$ cat src/rtl/alu_mw_seq.sv
// alu_mw_seq: runs one WORDS*N-bit ALU operation as WORDS back-to-back passes
// through a shared N-bit ALU, least significant word first, chaining carry/borrow.
module alu_mw_seq #(
   parameter int N = 8,
   parameter int WORDS = 4,
   parameter int AC_N = 3,
   parameter logic [AC_N-1:0] AC_AD = AC_N'(0),
   parameter logic [AC_N-1:0] AC_SB = AC_N'(1),
   parameter logic [AC_N-1:0] AC_AN = AC_N'(2),
   parameter logic [AC_N-1:0] AC_OR = AC_N'(3),
   parameter logic [AC_N-1:0] AC_LS = AC_N'(4)
) (
   input  logic                  clk,
   input  logic                  rst_n,
   input  logic                  start,
   input  logic [AC_N-1:0]       op,
   input  logic                  cin,
   input  logic [N*WORDS-1:0]    a_in,
   input  logic [N*WORDS-1:0]    b_in,
   output logic                  busy,
   output logic                  done,
   output logic [N*WORDS-1:0]    result,
   output logic                  carry,
   output logic                  zero,
   output logic                  err,
   output logic [N-1:0]          alu_a,
   output logic [N-1:0]          alu_b,
   output logic                  alu_cin,
   output logic [AC_N-1:0]       alu_cs,
   input  logic [N-1:0]          alu_s,
   input  logic                  alu_cout
);
   localparam int W = N*WORDS;
   localparam int IW = $clog2(WORDS);
   typedef enum logic [1:0] {IDLE, RUN, FIN} state_t;
   state_t state, state_nx;
   logic [AC_N-1:0] op_q;
   logic [W-1:0] a_q, b_q;
   logic [IW-1:0] idx;
   logic chain, run, last, accept, op_ok, is_arith, is_ls;
   assign run = state == RUN;
   assign accept = start && !run;
   assign last = idx == IW'(WORDS-1);
   assign op_ok = op inside {AC_AD, AC_SB, AC_AN, AC_OR, AC_LS};
   assign is_arith = op_q == AC_AD || op_q == AC_SB;
   assign is_ls = op_q == AC_LS;
   assign busy = run;
   assign done = state == FIN;
   assign zero = ~|result;
   // LS is a subtract whose only useful output is the final borrow
   always_comb begin
      state_nx = run ? (last ? FIN : RUN) : accept ? (op_ok ? RUN : FIN) : IDLE;
      alu_a = run ? a_q[idx*N +: N] : '0;
      alu_b = run ? b_q[idx*N +: N] : '0;
      alu_cs = !run ? AC_AD : is_ls ? AC_SB : op_q;
      alu_cin = run && chain;
   end
   always_ff @(posedge clk or negedge rst_n) begin
      if (!rst_n) state <= IDLE;
      else state <= state_nx;
   end
   always_ff @(posedge clk or negedge rst_n) begin
      if (!rst_n) begin
         op_q <= '0;
         a_q <= '0;
         b_q <= '0;
         idx <= '0;
         chain <= 1'b0;
         result <= '0;
         carry <= 1'b0;
         err <= 1'b0;
      end else if (accept) begin
         op_q <= op;
         a_q <= a_in;
         b_q <= b_in;
         idx <= '0;
         chain <= cin && (op == AC_AD || op == AC_SB);
         result <= '0;
         carry <= 1'b0;
         err <= !op_ok;
      end else if (run) begin
         if (!is_ls) result[idx*N +: N] <= alu_s;
         chain <= alu_cout && (is_arith || is_ls);
         idx <= idx + 1'b1;
         if (last) carry <= is_arith && alu_cout;
         if (last && is_ls) result <= {{(W-1){1'b0}}, alu_cout};
      end
   end
endmodule

$ cat config.mk
export PLATFORM = sky130hd
export DESIGN_NAME = alu_mw_seq
export DESIGN_NICKNAME = d
export VERILOG_FILES = /design/src/rtl/alu_mw_seq.sv
export SDC_FILE = /design/constraint.sdc
export NUM_CORES = 1
export LEC_CHECK = 0
export ABC_AREA = 1
export CORE_MARGIN = 5
export CORE_UTILIZATION = 40
export DETAILED_ROUTE_END_ITERATION = 8
export MAX_ROUTING_LAYER = met4
export PLACE_DENSITY_LB_ADDON = 0.25
export REMOVE_ABC_BUFFERS = 1
export SETUP_SLACK_MARGIN = 0.3
export SKIP_LAST_GASP = 1
export SLEW_MARGIN = 20
export SYNTH_ARGS = -nofsm -noshare
export SYNTH_HDL_FRONTEND = slang
export SYNTH_SLANG_ARGS = --single-unit
$ cat constraint.sdc
create_clock -name clk -period 2.6 [get_ports clk]
set_clock_uncertainty 0.05 [all_clocks]
set_input_delay 0.26 -clock clk [delete_from_list [all_inputs] [get_ports clk]]
set_output_delay 0.26 -clock clk [all_outputs]
set_load 0.02 [all_outputs]
==> results of run 1 <==
==> how the worst max path moves through the flow <==
stage / slack (ps) / from / to
finish: 460 / state[1] / alu_cs[1]
global route: 310 / idx[1] / alu_b[5]
CTS: 130 / idx[1] / alu_a[0]
detailed placement: 440 / idx[0] / alu_a[0]
global placement: 470 / idx[0] / alu_a[0]
floorplan: 20 / idx[0] / result[9]
==> flip-flops by register name, indices dropped and copies added, names as in the netlist <==
register	flops
chain	1
result	32
err	1
op_q	3
carry	1
idx	2
b_q	32
a_q	32
state	2
==> where the power goes <==
group / internal [mW] / total, mW / switching (mW) / leakage (nW)
combinational: 1.43 / 3.85 / 2.42 / 2.12
sequential: 2.27 / 2.65 / 0.382 / 1.36
clock: 0.774 / 1.40 / 0.626 / 0.145
==> critical path: cells and delay by family, from the launching register on <==
family,cells,cell delay (ps)
buffers and inverters,2,710
and+or+nand+nor,2,340
DFF,1,420
==> metal layers <==
metal  vias to the layer above  GRT usage  routed length, um
met5                         -          -                  0
met4                         0    0.05615                206
met3                        15    0.02984                699
met2                       125     0.2792               6400
met1                      2294     0.2585               6702
li1                       2542          -                  -
==> area by class of cell <==
type | count | area [um^2] | share of cell area
Clock buffer | 10 | 239.0 | 0.03317
Clock inverter | 6 | 63.81 | 0.008856
Inverter | 19 | 73.82 | 0.01024
Multi-Input combinational cell | 572 | 2480 | 0.3442
Sequential cell | 106 | 2653 | 0.3681
Tap cell | 176 | 220.2 | 0.03056
Timing Repair Buffer | 150 | 1476 | 0.2049
==> layout by cell type, fill, tap and decap left out, types with 2 or more instances in the layout <==
master,n
clkdlybuf4s50_1,116
nand2_1,303
nand4_1,4
dlymetal6s2s_1,2
dfrtp_1,106
clkbuf_16,9
buf_4,11
nor3_1,2
nand2_4,2
nand3b_4,3
dlygate4sd2_1,15
o21ai_0,39
nor2_4,2
a21oi_1,18
inv_1,13
inv_2,4
clkinv_2,2
nand3_1,45
buf_12,2
ha_1,6
nand2_2,7
nor2_1,135
clkinvlp_4,2
==> cells by family (layout without fill, tap and decap cells) <==
group,Yosys count,after routing
DFF,106,106
buffers and inverters,55,185
and+or+nand+nor,508,508
AOI/OAI and AO/OA,58,58
adders and majority gates,6,6
==> metrics by stage <==
stage                     setup slack (ps)  instance area, um^2  cells  utilization  hold slack (ps)
after detailed placement             440.6                 6900   1022       0.5211            236.4
after global placement               468.7                 6900   1022       0.5211            234.8
after floorplan                      20.31                 5199    697            -           -85.59
final                                462.0                 7206   1039       0.5441            374.3
after CTS                            133.5                 7203   1039       0.5439            385.3
after global routing                 307.2                 7206   1039       0.5441            399.2
==> timing repair <==
item                                    4_1_cts  5_1_grt
hold buffers                                  1        0
cloned                                        0        0
endpoints found under the setup margin       21        4
resized for setup                            20        5
hold endpoints to repair                     41        0
==> flow_summary.toml, run 1 <==
[final_layout]
fill_cells = 1300
nNetsFinal = 944
syn2layout_area_growth_pct = 33.13
antenna_cells = 0
drive_gt1_frac = 0.06257

[clock_tree]
cts-root-buf = "clkbuf_16"
numCtsBuffers = 9
cts_tree = "yes"
clockBufferDepth = 2
clk_pin_slew_ps = 70
postCtsSetupBuffers = 0
clk_latency_ps = 350
cts_htree_levels = 3
clock_sinks = 106

[hold_path]
hp-class = "in -> async"

[die]
core_area_mm2 = 0.01324
fp-row-count = 42
fp.dieW_um = 126.3
ios = 137
dieArea_mm2 = 0.01596
die_y_um = 126.3
start_util = 0.4087

[setup_path]
required_ps = 2290
reg2reg_slack_ps = 590
path_max_fanout = 23
r2r-end = "result[2]"
crit_type = "reg -> out"
startpoint_type = "flip-flop"
slowest_stage = "clkdlybuf4s50_1"
ff2ff_path_depth = 7
worstSetupEndpointType = "output port"
r2r_start = "idx[0]"
arrival_ps = 1830
crit_chain = "inv_2 > nand2_4 > nor2_1 > clkdlybuf4s50_1"
cpPeakStageDelay_ps = 620

[timing]
setup_tns_ps = 0
layout_min_cycle_time_ps = 2138
finalHoldViolations = 0
slew_violations = 0
setup_viol = 0
worst_pin_slew_ps = 562.6
slew_headroom = 0.6250
fin_crit_sh = 0.8223
rsz0062_at_grt = "false"
fmax_ghz = 0.4677

[synthesis]
synth_common_cells = "nand2_1 (303), nor2_1 (135), dfrtp_1 (106)"
yosys.area_share.simple = 0.3890
synthArstFlopShare = 1.000
synth_edf_count = 0
ys_types = 27
synth-compound-area-share = 0.05432
netlist.area_leader.share = 0.4901
avgSynthCellArea_um2 = 7.384
synth_top_family_by_area = "simple AND/OR/NAND/NOR gates"
muxShareOfSynthArea = 0
synthCells = 733
post_synth_xor_area_fraction = 0
yosysWarnings = 0
yosysMostFrequentCell = "nand2_1"
synth-seq-area-share = 0.4901
yosys.area_share.adder = 0.01387
ys_ff_latch = 106
ys_top_cells_by_area = "dfrtp_1 (49%), nand2_1 (21%), nor2_1 (9.4%)"
syn_area_mm2 = 0.005413
synthFlopType = "dfrtp_1"
synth_top_area_cell = "dfrtp_1"

[routing]
routed_wl_um = 14010
dr_total_vias = 4976
ant_nets = 0
wire_per_inst_um = 13.48
remaining_drc_errors = 0
drt-vias-per-instance = 4.789
drt-initial-drc-count = 387
firstDrtPassIters = 4

[placed_design]
gp_congestion = 0.8585
post-dp-hpwl_um = 10010
port_buffers = 136

[power]
finalPower_mw = 7.906
power_density_mw_per_mm2 = 1097
p_leak_nw = 3.630
peakVddDrop_mv = 0.4651

[global_route]
grt_max_degree = 67
antenna_found_initial = 0
grt_pass1_vias = 4938
grt_pass1_wl_um = 23780
overflow = 0
grt_usage = 0.1850

[job]
maxCapViolCount = 0

[outcome]
outcome = "complete, no violations"
No activity file was read; power rests on OpenSTA's default activity.
==> run 2: changes to the inputs <==
- clock period: 2.6 -> 1.9 ns (I/O delays scaled with it)
==> run 2 against run 1 <==
Compared with the run above:
- final cell count up 3.7%
- non-clock buffer count up 35
- worst hold slack worse by 64 ps
- routed wire length up 11%
- total power up 56%
- via count up 3.9%
- setup slack worse by 410 ps
- die area unchanged
- sequential power up 39%
- sequential share of layout area down 3.1 points
- largest power group unchanged
- core utilization up 5.2 points
==> flow_summary.toml, run 2 (synthesis gave the netlist of run 1 again) <==
[die]
core_area_mm2 = 0.01324
die_y_um = 126.3
dieArea_mm2 = 0.01596
ios = 137
fp-row-count = 42
fp.dieW_um = 126.3
start_util = 0.4087

[clock_tree]
cts_htree_levels = 3
numCtsBuffers = 9
clk_latency_ps = 350
clock_sinks = 106
clockBufferDepth = 2
clk_pin_slew_ps = 70
cts_tree = "yes"
cts-root-buf = "clkbuf_16"

[timing]
worst_pin_slew_ps = 599.8
finalHoldViolations = 0
slew_violations = 0
fmax_ghz = 0.5410
slew_headroom = 0.6001
rsz0062_at_grt = "true"
layout_min_cycle_time_ps = 1849
fin_crit_sh = 0.9729
setup_viol = 0
setup_tns_ps = 0

[final_layout]
final_common_cell = "nand2_1"
drive_gt1_frac = 0.1776
layout_common_cells = "nand2_1 (300), nor2_1 (109), dfrtp_1 (103), clkdlybuf4s50_1 (80), buf_4 (46)"
fill_cells = 1237
seq_area_mm2 = 0.002656
multi_input_area_mm2 = 0.002705
syn2layout_area_growth_pct = 45.75
reg_top3 = "a_q x32, b_q x32, result x32"
nNetsFinal = 983
antenna_cells = 0

[placed_design]
post-dp-hpwl_um = 10190
port_buffers = 136
gp_congestion = 0.8513

[power]
p_leak_nw = 4.151
finalPower_mw = 12.32
peakVddDrop_mv = 0.7234
power_density_mw_per_mm2 = 1562

[routing]
wire_per_inst_um = 14.48
dr.max_layer_used = "met4"
drt-vias-per-instance = 4.801
wl_met2_um = 7346
dr_wl_met3_um = 855
wl_met1_um = 7066
ant_nets = 0
drt-initial-drc-count = 354
remaining_drc_errors = 0
dr_total_vias = 5171
firstDrtPassIters = 4
routed_wl_um = 15600

[outcome]
outcome = "complete, no violations"

[job]
maxCapViolCount = 0

[hold_path]
hp-class = "in -> reg"

[global_route]
overflow = 0
grt_pass1_vias = 5136
grt_pass1_wl_um = 25140
grt_usage = 0.1978
antenna_found_initial = 0
grt_max_degree = 107

[setup_path]
worstSetupEndpointType = "output port"
required_ps = 1660
path_max_fanout = 6
arrival_ps = 1610
crit_type = "reg -> out"
startpoint_type = "flip-flop"
==> run 2: cell types whose count changed in the layout (fill, tap and decap cells not counted), moves of 7 or more <==
cell             previous run  this run
nor2_1                    135       109
nor2_2                      1        18
dlygate4sd2_1              15        22
buf_12                      2         9
o21ai_0                    39        27
dlymetal6s2s_1              2        11
buf_4                      11        46
o21ai_1                     0         9
nor2_4                      2        14
buf_6                       1         8
clkdlybuf4s50_1           116        80
==> run 2: worst paths after layout <==
check | startpoint | endpoint | slack, ps | cells past startpoint
max reg2reg | idx[0] | result[17] | 150 | 9
max in group asynchronous | rst_n | idx[0] | 900 | 3
min in group asynchronous | rst_n | result[19] | 350 | 3
min | b_in[15] | b_q[15] | 310 | 3
max | idx[1] | alu_b[0] | 50 | 7
min reg2reg | b_q[28] | b_q[28] | 420 | 2
==> run 2: final cells by class <==
cell class | count | area share
sequential | 106 | 0.3367
multi-input combinational | 575 | 0.3429
inverter | 19 | 0.01094
tap | 176 | 0.02791
clock buffer | 10 | 0.02902
timing repair buffer | 185 | 0.2414
timing repair inverter | 1 | 0.0009516
clock inverter | 5 | 0.01015
==> run 2: power by group <==
group	internal [mW]	total, mW	switching, mW
sequential	3.12	3.69	0.576
clock	1.15	1.98	0.830
combinational	2.78	6.65	3.87
==> run 2: metrics by stage <==
stage | cells | util | worst slack, ps | hold slack (ps) | instance area [um^2]
5_1_grt | 1077 | 0.5957 | -12.53 | 317.5 | 7889
6_report | 1077 | 0.5957 | 51.45 | 310.1 | 7889
3_3_place_gp | 1042 | 0.5381 | -5.082 | 254.0 | 7126
2_1_floorplan | 697 | - | -679.7 | -155.6 | 5199
3_5_place_dp | 1042 | 0.5381 | -54.42 | 256.9 | 7126
4_1_cts | 1069 | 0.5782 | 87.92 | 300.6 | 7657
==> run 2: what timing repair did <==
action / in CTS / in global routing
gates cloned: 5 / 3
endpoints found under the hold margin: 106 / 0
buffers inserted: 6 / 5
gates resized for setup: 183 / 50
setup endpoints to repair: 143 / 134
hold buffers: 1 / 0
pin swaps: 14 / 25
==> run 2: critical path, cell delays in order, from the launching register on <==
cell and delay, ps:
dfrtp_2 420, clkinv_4 90, buf_12 130, buf_16 140, nor2_4 70, o21ai_1 60, a21oi_1 170, buf_4 170
==> run 2: routing by layer <==
layer | vias up | track usage
met5 | - | -
met4 | 0 | 0.07129
met3 | 22 | 0.03531
met2 | 149 | 0.3133
met1 | 2372 | 0.2564
li1 | 2628 | -
==> run 3: changes to the inputs <==
- ABC_CLOCK_PERIOD_IN_PS: unset -> 1900
- CTS_BUF_LIST: unset -> sky130_fd_sc_hd__clkbuf_16
- HOLD_SLACK_MARGIN: unset -> 0.03
==> run 3 against run 2 <==
Compared with the run above:
- first-iteration DRC count decreased by 3.7%
- sequential power about the same
- sequential share of layout area unchanged
- flip-flop and latch count unchanged
- total power about the same
- critical path type unchanged
- largest cell class unchanged
- non-clock buffer count unchanged
==> flow_summary.toml, run 3 (synthesis gave the netlist of run 1 again) <==
[clock_tree]
clk_latency_ps = 350
cts_htree_levels = 3
numCtsBuffers = 9
cts_tree = "yes"
clockBufferDepth = 2
cts-root-buf = "clkbuf_16"
clk_pin_slew_ps = 70
clock_sinks = 106

[placed_design]
place_ws_ps = -54.42
dp.cells = 1042
gp_congestion = 0.8513
post-dp-hpwl_um = 10190
port_buffers = 136

[setup_path]
path_max_fanout = 6
crit_chain = "clkinv_4 > buf_12 > buf_16 > nor2_4 > o21ai_1 > a21oi_1 > buf_4"
cp_top_family = "buffers and inverters"
cpPeakStageDelay_ps = 420
startpoint_type = "flip-flop"
arrival_ps = 1610
slowest_stage = "dfrtp_2"
worstSetupEndpointType = "output port"
crit_type = "reg -> out"
cp_num_buf_inv = 4
required_ps = 1660

[die]
core_area_mm2 = 0.01324
start_util = 0.4087
die_y_um = 126.3
fp-row-count = 42
ios = 137
fp.dieW_um = 126.3
dieArea_mm2 = 0.01596

[final_layout]
layout_common_cells = "nand2_1 (300), nor2_1 (109), dfrtp_1 (103), clkdlybuf4s50_1 (80), buf_4 (46)"
layout.cells.non_filler = 1077
nNetsFinal = 983
antenna_cells = 0
syn2layout_area_growth_pct = 45.75
drive_gt1_frac = 0.1776
final_common_cell = "nand2_1"
reg_top3 = "a_q x32, b_q x32, result x32"

[timing]
layout_min_cycle_time_ps = 1848
holdWs_ps = 311.0
setup_ws_ps = 51.83
finalHoldViolations = 0
fmax_ghz = 0.5411
slew_violations = 0
worst_pin_slew_ps = 599.4
fin_crit_sh = 0.9727
rsz0062_at_grt = "true"
slew_headroom = 0.6004
setup_viol = 0
setup_tns_ps = 0

[global_route]
grt_pass1_wl_um = 25140
met1_usage = 0.2564
grt_pass1_vias = 5130
use_met2 = 0.3133
grt_usage = 0.1978
globalRouteMet3Util = 0.03531
antenna_found_initial = 0
grt_max_degree = 107
busiest_layer = "met2"
overflow = 0

[routing]
drt-vias-per-instance = 4.794
firstDrtPassIters = 4
remaining_drc_errors = 0
ant_nets = 0
drt-initial-drc-count = 341
routed_wl_um = 15610
wire_per_inst_um = 14.49
dr_total_vias = 5163

[hold_path]
hp-class = "in -> reg"

[power]
peakVddDrop_mv = 0.7234
power_density_mw_per_mm2 = 1561
p_leak_nw = 4.155

[outcome]
outcome = "complete, no violations"

[job]
maxCapViolCount = 0
[run 3: changes by cell type in the layout (fill, tap and decap cells not counted), sizes merged]
cell,delta
clkbuf,-1
inv,+1
[run 3: where the power goes]
| group | switching (mW) | total, mW | internal, mW |
|---|---|---|---|
| clock network | 0.831 | 1.97 | 1.14 |
| registers | 0.575 | 3.69 | 3.12 |
| logic | 3.88 | 6.66 | 2.78 |
[run 3: stage by stage]
stage          cell area (um^2)  utilization  total power, mW
6_report                   7889       0.5957            12.32
5_1_grt                    7889       0.5957            13.24
4_1_cts                    7657       0.5782            12.01
3_5_place_dp               7126       0.5381            9.530
3_3_place_gp               7126       0.5381            9.473
2_1_floorplan              5199            -            6.984
[run 3: layer usage]
| metal | vias up | share of wire |
|---|---|---|
| met5 | - | 0 |
| met4 | 0 | 0.021 |
| met3 | 22 | 0.055 |
| met2 | 147 | 0.47 |
| met1 | 2367 | 0.45 |
| li1 | 2627 | - |
[run 3: cell type report]
cell class,instances,area (um^2)
Fill cell,1237,5354
Multi-Input combinational cell,575,2705
Sequential cell,106,2656
Timing Repair Buffer,185,1904
Clock buffer,9,225.2
Tap cell,176,220.2
Inverter,19,86.33
Clock inverter,6,83.83
Timing Repair inverter,1,7.507
[run 3: worst register-to-register path, stage by stage (launching register included)]
cell,delay [ps]
dfrtp_2,450
inv_4,70
buf_12,150
ha_4,310
nand2_2,70
nor2_4,210
nand3_4,130
nor2_2,100
nand2_1,70
nand2_1,80
[run 3: worst paths after layout]
| kind | slack [ps] | endpoint | from | cells after the start |
|---|---|---|---|---|
| setup reg to reg | 150 | result[17] | idx[0] | 9 |
| min in group asynchronous | 350 | result[19] | rst_n | 3 |
| hold reg to reg | 430 | b_q[28] | b_q[28] | 2 |
| max in group asynchronous | 900 | idx[0] | rst_n | 3 |
| setup / recovery | 50 | alu_b[0] | idx[1] | 7 |
| hold / removal | 310 | b_q[12] | b_in[12] | 3 |
[run 3: timing repair]
action,in CTS,in global routing
endpoints found under the setup margin,143,134
hold buffers,1,0
buffers inserted,6,5
cloned,5,3
resized for setup,183,50
hold endpoints to repair,106,0
pin swaps,14,25
